===== config.mk =====
export PLATFORM = sky130hd
export DESIGN_NAME = booth_bist_ctrl_flat
export DESIGN_NICKNAME = d
export VERILOG_FILES = /design/src/rtl/booth_bist_ctrl_if.sv /design/src/rtl/booth_bist_ctrl.sv /design/src/flat_wrapper.sv
export SDC_FILE = /design/constraint.sdc
export NUM_CORES = 1
export LEC_CHECK = 0
export CORE_ASPECT_RATIO = 0.6
export CORE_MARGIN = 1.5
export CORE_UTILIZATION = 54
export DETAILED_ROUTE_END_ITERATION = 12
export GPL_TIMING_DRIVEN = 0
export PLACE_DENSITY = 0.8
export SLEW_MARGIN = 30
export SYNTH_ARGS = -nofsm -noshare
export SYNTH_HDL_FRONTEND = slang
export SYNTH_SLANG_ARGS = --single-unit

===== constraint.sdc =====
create_clock -name clk -period 5.55 [get_ports clk]
set_clock_uncertainty 0.15 [all_clocks]
set_input_delay 1.11 -clock clk [delete_from_list [all_inputs] [get_ports clk]]
set_output_delay 1.11 -clock clk [all_outputs]
set_load 0.05 [all_outputs]

===== src/rtl/booth_bist_ctrl_if.sv =====
// Controller-to-multiplier bus: operands and start pulse out, product and busy back.
interface booth_bist_ctrl_if #(
    parameter int WIDTH = 4
) ();
    logic [WIDTH-1:0]   mult_a;
    logic [WIDTH-1:0]   mult_b;
    logic               mult_start;
    logic [2*WIDTH-1:0] mult_product;
    logic               mult_busy;

    modport master (
        output mult_a, mult_b, mult_start,
        input  mult_product, mult_busy
    );

    modport slave (
        input  mult_a, mult_b, mult_start,
        output mult_product, mult_busy
    );
endinterface


===== src/rtl/booth_bist_ctrl.sv =====
// Sequencer for the signed Booth multiplier: functional pass-through plus exhaustive BIST.
//
// state  | meaning
// IDLE   | waiting for a functional start or a BIST request
// FWAIT  | functional op in flight, waiting for busy to rise then fall
// BISSUE | BIST operands on the bus, start pulse high
// BWAIT  | BIST op in flight, product checked against the golden model on completion
// BDONE  | BIST finished, results shown until test is released
module booth_bist_ctrl #(
    parameter int WIDTH        = 4,
    parameter int NUM_PATTERNS = 256,
    parameter int TIMEOUT      = 15
) (
    input  logic               clk,
    input  logic               rst_n,
    input  logic               start,
    input  logic [WIDTH-1:0]   a,
    input  logic [WIDTH-1:0]   b,
    input  logic               test,
    output logic [2*WIDTH-1:0] product,
    output logic               busy,
    output logic               tmo,
    output logic               bist_done,
    output logic               pass,
    output logic [7:0]         err_count,
    booth_bist_ctrl_if.master  mif
);
    localparam int PW = 2 * WIDTH;
    localparam int TW = $clog2(TIMEOUT + 1);
    localparam logic [PW-1:0] LAST_IDX = PW'(NUM_PATTERNS - 1);
    localparam logic [TW-1:0] TMO_LOAD = TW'(TIMEOUT - 1);

    typedef enum logic [2:0] {IDLE, FWAIT, BISSUE, BWAIT, BDONE} state_t;

    state_t            state_q, state_d;
    logic [PW-1:0]     idx_q, idx_d;
    logic              seen_q, seen_d;
    logic [TW-1:0]     cnt_q, cnt_d;
    logic [WIDTH-1:0]  mult_a_q, mult_a_d, mult_b_q, mult_b_d;
    logic              mstart_q, mstart_d;
    logic [PW-1:0]     product_q, product_d;
    logic              tmo_q, tmo_d, done_q, done_d, pass_q, pass_d, busy_q, busy_d;
    logic [7:0]        err_q, err_d;

    logic              in_wait, complete, expired, mismatch;
    logic [PW-1:0]     golden;

    // Sign-extend both operands to product width; the truncated unsigned product is the signed result.
    assign golden   = {{WIDTH{mult_a_q[WIDTH-1]}}, mult_a_q} * {{WIDTH{mult_b_q[WIDTH-1]}}, mult_b_q};
    assign in_wait  = (state_q == FWAIT) || (state_q == BWAIT);
    assign complete = in_wait && seen_q && !mif.mult_busy;
    assign expired  = in_wait && (cnt_q == '0) && !complete;
    assign mismatch = mif.mult_product != golden;

    always_comb begin
        state_d   = state_q;
        idx_d     = idx_q;
        seen_d    = seen_q | mif.mult_busy;
        cnt_d     = (cnt_q != '0) ? cnt_q - TW'(1) : cnt_q;
        mult_a_d  = mult_a_q;
        mult_b_d  = mult_b_q;
        mstart_d  = 1'b0;
        product_d = product_q;
        tmo_d     = tmo_q;
        done_d    = done_q;
        pass_d    = pass_q;
        err_d     = err_q;
        case (state_q)
            IDLE: begin
                if (test) begin
                    state_d  = BISSUE;
                    err_d    = '0;
                    done_d   = 1'b0;
                    pass_d   = 1'b0;
                    idx_d    = '0;
                    mult_a_d = '0;
                    mult_b_d = '0;
                    mstart_d = 1'b1;
                end else if (start) begin
                    state_d  = FWAIT;
                    mult_a_d = a;
                    mult_b_d = b;
                    mstart_d = 1'b1;
                    tmo_d    = 1'b0;
                    seen_d   = 1'b0;
                    cnt_d    = TMO_LOAD;
                end
            end
            FWAIT: begin
                if (complete) begin
                    product_d = mif.mult_product;
                    state_d   = IDLE;
                end else if (expired) begin
                    tmo_d   = 1'b1;
                    state_d = IDLE;
                end
            end
            BISSUE: begin
                state_d = BWAIT;
                seen_d  = 1'b0;
                cnt_d   = TMO_LOAD;
            end
            BWAIT: begin
                if (complete || expired) begin
                    if ((expired || mismatch) && (err_q != 8'hFF))
                        err_d = err_q + 8'd1;
                    if (idx_q == LAST_IDX) begin
                        state_d = BDONE;
                        done_d  = 1'b1;
                        pass_d  = (err_d == 8'd0);
                    end else begin
                        idx_d    = idx_q + PW'(1);
                        mult_a_d = idx_d[PW-1:WIDTH];
                        mult_b_d = idx_d[WIDTH-1:0];
                        mstart_d = 1'b1;
                        state_d  = BISSUE;
                    end
                end
            end
            BDONE: begin
                if (!test)
                    state_d = IDLE;
            end
            default: state_d = IDLE;
        endcase
        busy_d = (state_d == FWAIT) || (state_d == BISSUE) || (state_d == BWAIT);
    end

    always_ff @(posedge clk or negedge rst_n) begin
        if (!rst_n) begin
            state_q   <= IDLE;
            idx_q     <= '0;
            seen_q    <= 1'b0;
            cnt_q     <= '0;
            mult_a_q  <= '0;
            mult_b_q  <= '0;
            mstart_q  <= 1'b0;
            product_q <= '0;
            tmo_q     <= 1'b0;
            done_q    <= 1'b0;
            pass_q    <= 1'b0;
            busy_q    <= 1'b0;
            err_q     <= '0;
        end else begin
            state_q   <= state_d;
            idx_q     <= idx_d;
            seen_q    <= seen_d;
            cnt_q     <= cnt_d;
            mult_a_q  <= mult_a_d;
            mult_b_q  <= mult_b_d;
            mstart_q  <= mstart_d;
            product_q <= product_d;
            tmo_q     <= tmo_d;
            done_q    <= done_d;
            pass_q    <= pass_d;
            busy_q    <= busy_d;
            err_q     <= err_d;
        end
    end

    assign mif.mult_a     = mult_a_q;
    assign mif.mult_b     = mult_b_q;
    assign mif.mult_start = mstart_q;
    assign product        = product_q;
    assign busy           = busy_q;
    assign tmo            = tmo_q;
    assign bist_done      = done_q;
    assign pass           = pass_q;
    assign err_count      = err_q;
endmodule

===== src/flat_wrapper.sv =====
// flat-port wrapper written by rule: the top's interface ports become plain ports
module booth_bist_ctrl_flat 
#(
    parameter int WIDTH        = 4,
    parameter int NUM_PATTERNS = 256,
    parameter int TIMEOUT      = 15
)
  (clk, rst_n, start, a, b, test, product, busy, tmo, bist_done, pass, err_count, mif_mult_a, mif_mult_b, mif_mult_start, mif_mult_product, mif_mult_busy);
  booth_bist_ctrl_if #(.WIDTH(WIDTH)) mif_i ();
  input  logic clk;
  input  logic rst_n;
  input  logic start;
  input  logic [WIDTH-1:0] a;
  input  logic [WIDTH-1:0] b;
  input  logic test;
  output logic [2*WIDTH-1:0] product;
  output logic busy;
  output logic tmo;
  output logic bist_done;
  output logic pass;
  output logic [7:0] err_count;
  output wire logic [$bits(mif_i.mult_a)-1:0] mif_mult_a;
  output wire logic [$bits(mif_i.mult_b)-1:0] mif_mult_b;
  output wire logic [$bits(mif_i.mult_start)-1:0] mif_mult_start;
  input wire logic [$bits(mif_i.mult_product)-1:0] mif_mult_product;
  input wire logic [$bits(mif_i.mult_busy)-1:0] mif_mult_busy;
  assign mif_mult_a = mif_i.mult_a;
  assign mif_mult_b = mif_i.mult_b;
  assign mif_mult_start = mif_i.mult_start;
  assign mif_i.mult_product = mif_mult_product;
  assign mif_i.mult_busy = mif_mult_busy;
  booth_bist_ctrl #(.WIDTH(WIDTH), .NUM_PATTERNS(NUM_PATTERNS), .TIMEOUT(TIMEOUT)) u_core (.clk(clk), .rst_n(rst_n), .start(start), .a(a), .b(b), .test(test), .product(product), .busy(busy), .tmo(tmo), .bist_done(bist_done), .pass(pass), .err_count(err_count), .mif(mif_i));
endmodule

# Word-level counts from Yosys, hierarchy flattened
# Cells that the tools add are included.
[word_totals]
reg_bits = 45
input_bits = 21
out_inout_bits = 29
wordCells = 112
[classes]
addsub = 3
n_mul = 1
n_eq_ne = 19
muxes = 51
bitwise = 1
reduce_logical = 24
[ops]
columns = ["op", "n"]
rows = [
  ["$mux 8", 7],
  ["$mux 4", 11],
  ["$pmux 8 s2", 2],
  ["$pmux 4 s2", 3],
  ["$mux 3", 7],
  ["$add 8x1->8 const B", 2],
  ["$mux 1", 15],
  ["$pmux 3 s5", 1],
  ["$ne 2x2->1 const B", 7],
  ["$eq 3x2->1 const B", 4],
  ["$reduce_and 4->1", 3],
  ["$pmux 1 s2", 5],
  ["$eq 8x8->1 const B", 1],
  ["$logic_not 8->1", 1],
  ["$mul 4x4->8", 1],
  ["$ne 8x8->1", 1],
  ["$ne 8x8->1 const B", 1],
  ["$eq 3x1->1 const B", 2],
  ["$logic_and 1x1->1", 5],
  ["$logic_or 1x1->1", 5],
  ["$reduce_and 5->1", 1],
  ["$logic_not 4->1", 1],
  ["$reduce_bool 2->1", 2],
  ["$reduce_bool 4->1", 1],
  ["other kinds (9)", 10],
]

# Longest topological paths before layout
[depth]
word_depth = 15
ltp_mapped = 17

# Least setup slack after synthesis
# OpenSTA, ideal clock, no wires.
[synth_timing]
path_type = "register -> register"
from = "reg u_core.mult_a_q[0], in the netlist u_core.mif.mult_a[0]"
to = "reg u_core.pass_q, in the netlist u_core.pass"
setup_time_ns = 0.104
t_arrival_ns = 4.638
path_slack_ns = 0.658
path_stages_with_launch = 17
path_buffers = 1
period_less_slack_ns = 4.892
cell_sequence = "dfrtp_1 > nand2b_1 > fa_1 > inv_1 > fa_1 > inv_1 > fa_1 > inv_1 > ha_1 > fa_1 > a21o_1 > a21oi_2 > xnor3_1 > a31oi_1 > buf_4 > a41oi_2 > o41ai_2"
[synth_via]
elab_chain_len = 11
[synth_lines]
columns = ["item", "line", "rtl"]
rows = [
  ["start: declaration", "booth_bist_ctrl.sv:39", "logic [WIDTH-1:0] mult_a_q, mult_a_d, mult_b_q, mult_b_d;"],
  ["start signal: assignment", "booth_bist_ctrl.sv:149", "mult_a_q <= mult_a_d;"],
  ["$mul 4x4->8", "booth_bist_ctrl.sv:49", "assign golden = {{WIDTH{mult_a_q[WIDTH-1]}}, mult_a_q} * {{WIDTH{mult_b_q[WIDTH-1]}}, mult_b_q};"],
  ["$ne 8x8->1", "booth_bist_ctrl.sv:53", "assign mismatch = mif.mult_product != golden;"],
  ["$logic_or 1x1->1", "booth_bist_ctrl.sv:105", "if ((expired || mismatch) && (err_q != 8'hFF))"],
  ["$logic_and 1x1->1", "booth_bist_ctrl.sv:105", ""],
  ["$mux 8", "booth_bist_ctrl.sv:105", ""],
  ["$mux 8", "booth_bist_ctrl.sv:104", "if (complete || expired) begin"],
  ["$mux 8", "booth_bist_ctrl.sv:68", "case (state_q)"],
  ["$logic_not 8->1", "booth_bist_ctrl.sv:110", "pass_d = (err_d == 8'd0);"],
  ["$mux 1", "booth_bist_ctrl.sv:107", "if (idx_q == LAST_IDX) begin"],
  ["$mux 1", "booth_bist_ctrl.sv:104", ""],
  ["$pmux 1 s2", "booth_bist_ctrl.sv:68", ""],
  ["end signal: assignment", "booth_bist_ctrl.sv:155", "pass_q <= pass_d;"],
  ["end: declaration", "booth_bist_ctrl.sv:42", "logic tmo_q, tmo_d, done_q, done_d, pass_q, pass_d, busy_q, busy_d;"],
]
# Every way passes these cells. The select of a mux whose other input is x is not followed.
# A chain may end at the register's enable or synchronous reset.

# Worst setup path after layout
# Same ends and word-level chain as after synthesis.

==> results.md <==
- Rel. slew slack: 0.523
- Vias: 2525
- Clock latency at the later pin of the worst-skew pair: approximately 0.3 ns
- Area Overhead vs Synth: 22.2%
- R2R setup slack: around 0.38 ns
- Minimum clock period: 5.17 ns
- Initial detailed-routing violation count: 147
- Fin crit share: 0.932
- Vias in the first global route: ~2300
- GP Congestion: approximately 0.89
- Syn nets: 360
- Post-synth ARST share: 1.00
- R2R Path Start: u_core.mif.mult_a[0]
- Port Buffers: between 40 and 50
- Setup TNS: 0 ns
- Max Freq: 0.193 GHz
- Syn_area_per_cell: around 9.5 µm²
- Ys Warns: 0
- Fin nets: between 400 and 500
- Die height: approximately 61 µm
- HPWL after detailed placement: around 5.5 mm
- Routed WL: about 7.1 mm
- Ys flop type: dfrtp_1
- Hold buffer count at cts: 0
- Drt drc: 0
- 1st-pass router iterations: 5
- RSZ-0062 raised after global routing: no
- Slew Limit Fails: 0
- Mapped Cells: 315
- Seq/Total Area, Yosys: 0.377
- Hold Fails Final Rpt: 0
- WP data arrival: between 5 and 6 ns
- Final setup viols: 0
- Total grt overflow: 0
- Clock Tree Root: clkbuf_8
- Fillers: 400
- Dominant cell type by area after synthesis: dfrtp_1
- Static Leakage: 1.67 nW
- Cell variety after synth: 49
- EDFF count, synth: 0
- Largest net degree at the start of global routing: between 40 and 50
- Total CTS buffers: 5
- Actual slew at the worst max-slew pin: 0.712 ns
- Crit start category: register
- Cts repair resizes: 0
- Hold WC Path Type: register to register
- Initial cell density of the core: 0.574
- DR WL/cell: approximately 16 µm
- Seq cells post-synth: 45
- Kind of critical path: register to register
- Max Root-Sink Buffers: 2
- Outcome: completed
- Post-synth top area share: 0.377
- Horiz. Die Dim: 99.0 µm
- I/O pins: 50
- Reg clk slew, reported paths: around 0.09 ns
- CP startpoint: u_core.mif.mult_a[0]
- Worst Path Required: 5.59 ns
- Synthesized area: between 2000 and 3000 µm²
- Power density over the cells: about 630 nW/µm²
- Gr usage total: 0.257
- H-Tree Level Count: 2
- Global-route wire length before repair: roughly 12 mm
- Post-layout util: 0.702
- Cell row count: 20
- Worst vdd ir: roughly 430 µV
- CTS Sinks: 45
- Core area: 5200 µm²
- CTS tree: yes
- Die ar.: ~6000 µm²
- Worst Setup End Kind: register
- Initial antenna violation count: 0
- Via density: slightly below 6
- Final ANT Viol Nets: 0
- Crit Path Max Fanout: 10
- Hold slack: 0.347 ns
- Area contributors post-synth: dfrtp_1 (38%), ha_1 (6.3%), fa_1 (6.0%)
- Hold Path Origin: u_core.pass
- Layout cells sized above 1: 0.0973
- # Max-Cap Violations: 0
- Postcts setup bufs: 0
- Antenna cells: 0
==> logic make-up (layout without fill, tap and decap cells) <==
group,Yosys count,after routing,share of synthesized area
buffers and inverters,32,87,0.0431
adder cells (fa/ha/maj),24,24,0.123
XOR/XNOR,23,23,0.0720
AO/OA/AOI/OAI,73,73,0.152
AND/OR/NAND/NOR,107,107,0.191
multiplexers,11,11,0.0415
flip-flops,45,45,0.377
==> area by class of cell <==
| cell class | instances | area (µm²) | area share |
|---|---|---|---|
| Inverter | 20 | 75.1 | 0.0206 |
| Sequential cell | 45 | 1130 | 0.308 |
| Tap cell | 66 | 82.6 | 0.0226 |
| Clock buffer | 5 | 68.8 | 0.0188 |
| Buffer | 12 | 53.8 | 0.0147 |
| Clock inverter | 2 | 35.0 | 0.00959 |
| Multi-Input combinational cell | 238 | 1730 | 0.474 |
| Timing Repair Buffer | 48 | 478 | 0.131 |
==> power breakdown <==
part | internal (mW) | leakage, nW | switching (mW) | total, mW
clock | 0.131 | 0.0540 | 0.111 | 0.242
combinational | 0.651 | 1.04 | 0.910 | 1.56
sequential | 0.405 | 0.576 | 0.0952 | 0.500
total | 1.19 | 1.67 | 1.12 | 2.30
==> routing by layer <==
metal  vias to the layer above  part of all wire  routed length [µm]  global-route usage
li1                       1205                 -                   -                   -
met1                      1231              0.53                3710               0.390
met2                        77              0.40                2830               0.367
met3                        12             0.059                 414              0.0645
met4                         0             0.015                 103              0.0714
met5                         -                 0                   0                   0
==> synthesized netlist by cell type, types with 2 or more instances <==
cell type  instances
fa_1               9
nand2_1           24
nand2b_1          10
o21ai_0           27
nand3_1           11
a21oi_1           18
and3_1            10
mux2_2            11
a21o_1             2
o31ai_1            2
xor2_1             6
ha_1              15
or2_2              2
nor3_2             2
o21a_1             2
a211oi_1           3
nand3b_1           3
nor2_1            22
xnor2_1           16
and2_1            10
clkbuf_1           7
nor2b_1            2
inv_1             20
nor3_1             2
a31oi_1            7
dfrtp_1           45
a41oi_1            2
buf_2              4
==> stage by stage <==
step	total power, mW	setup WS (ns)	cell area (µm²)	cells
after floorplan	1.65	0.658	2990	315
after detailed placement	2.05	0.477	3550	429
final	2.30	0.380	3650	436
after global routing	2.52	0.197	3650	436
after CTS	2.31	0.405	3650	436
after global placement	1.99	0.514	3550	429
==> critical path, stage by stage, from the launching register on <==
cell	delay, ns
dfrtp_1	0.45
nand2b_1	0.19
fa_1	0.53
inv_1	0.06
fa_1	0.54
inv_1	0.06
fa_1	0.52
inv_1	0.05
ha_1	0.22
fa_1	0.43
a21o_1	0.20
a21oi_2	0.13
xnor3_1	0.47
a31oi_1	0.32
buf_4	0.24
a41oi_2	0.15
o41ai_2	0.36
==> sequential cells by signal, indices dropped and copies added (netlist names), 3 cells and up <==
signal and flops:
u_core.cnt_q 4, u_core.err_count 8, u_core.idx_q 8, u_core.mif.mult_a 4, u_core.mif.mult_b 4, u_core.product 8
u_core.state_q 3
==> cells in the final DEF (no fill, tap or decap), types with 3 or more instances in the layout <==
master,instances
clkdlybuf4s50_1,47
dfrtp_1,45
o21ai_0,27
nand2_1,24
nor2_1,22
inv_1,20
a21oi_1,18
xnor2_1,16
ha_1,15
nand3_1,11
mux2_2,11
and2_1,10
nand2b_1,10
and3_1,10
fa_1,9
clkbuf_1,7
a31oi_1,7
xor2_1,6
clkbuf_8,5
buf_2,4
nand3b_1,3
a211oi_1,3
==> worst paths after layout <==
path	endpoint	cells past startpoint
worst max-delay path	u_core.pass	16
worst min-delay path	u_core.pass	2
worst max register to register	u_core.pass	16
worst min register to register	u_core.pass	2
max in group asynchronous	u_core.busy	1
min in group asynchronous	u_core.product[7]	1
Note: power is estimated with default switching activity, not from simulation.
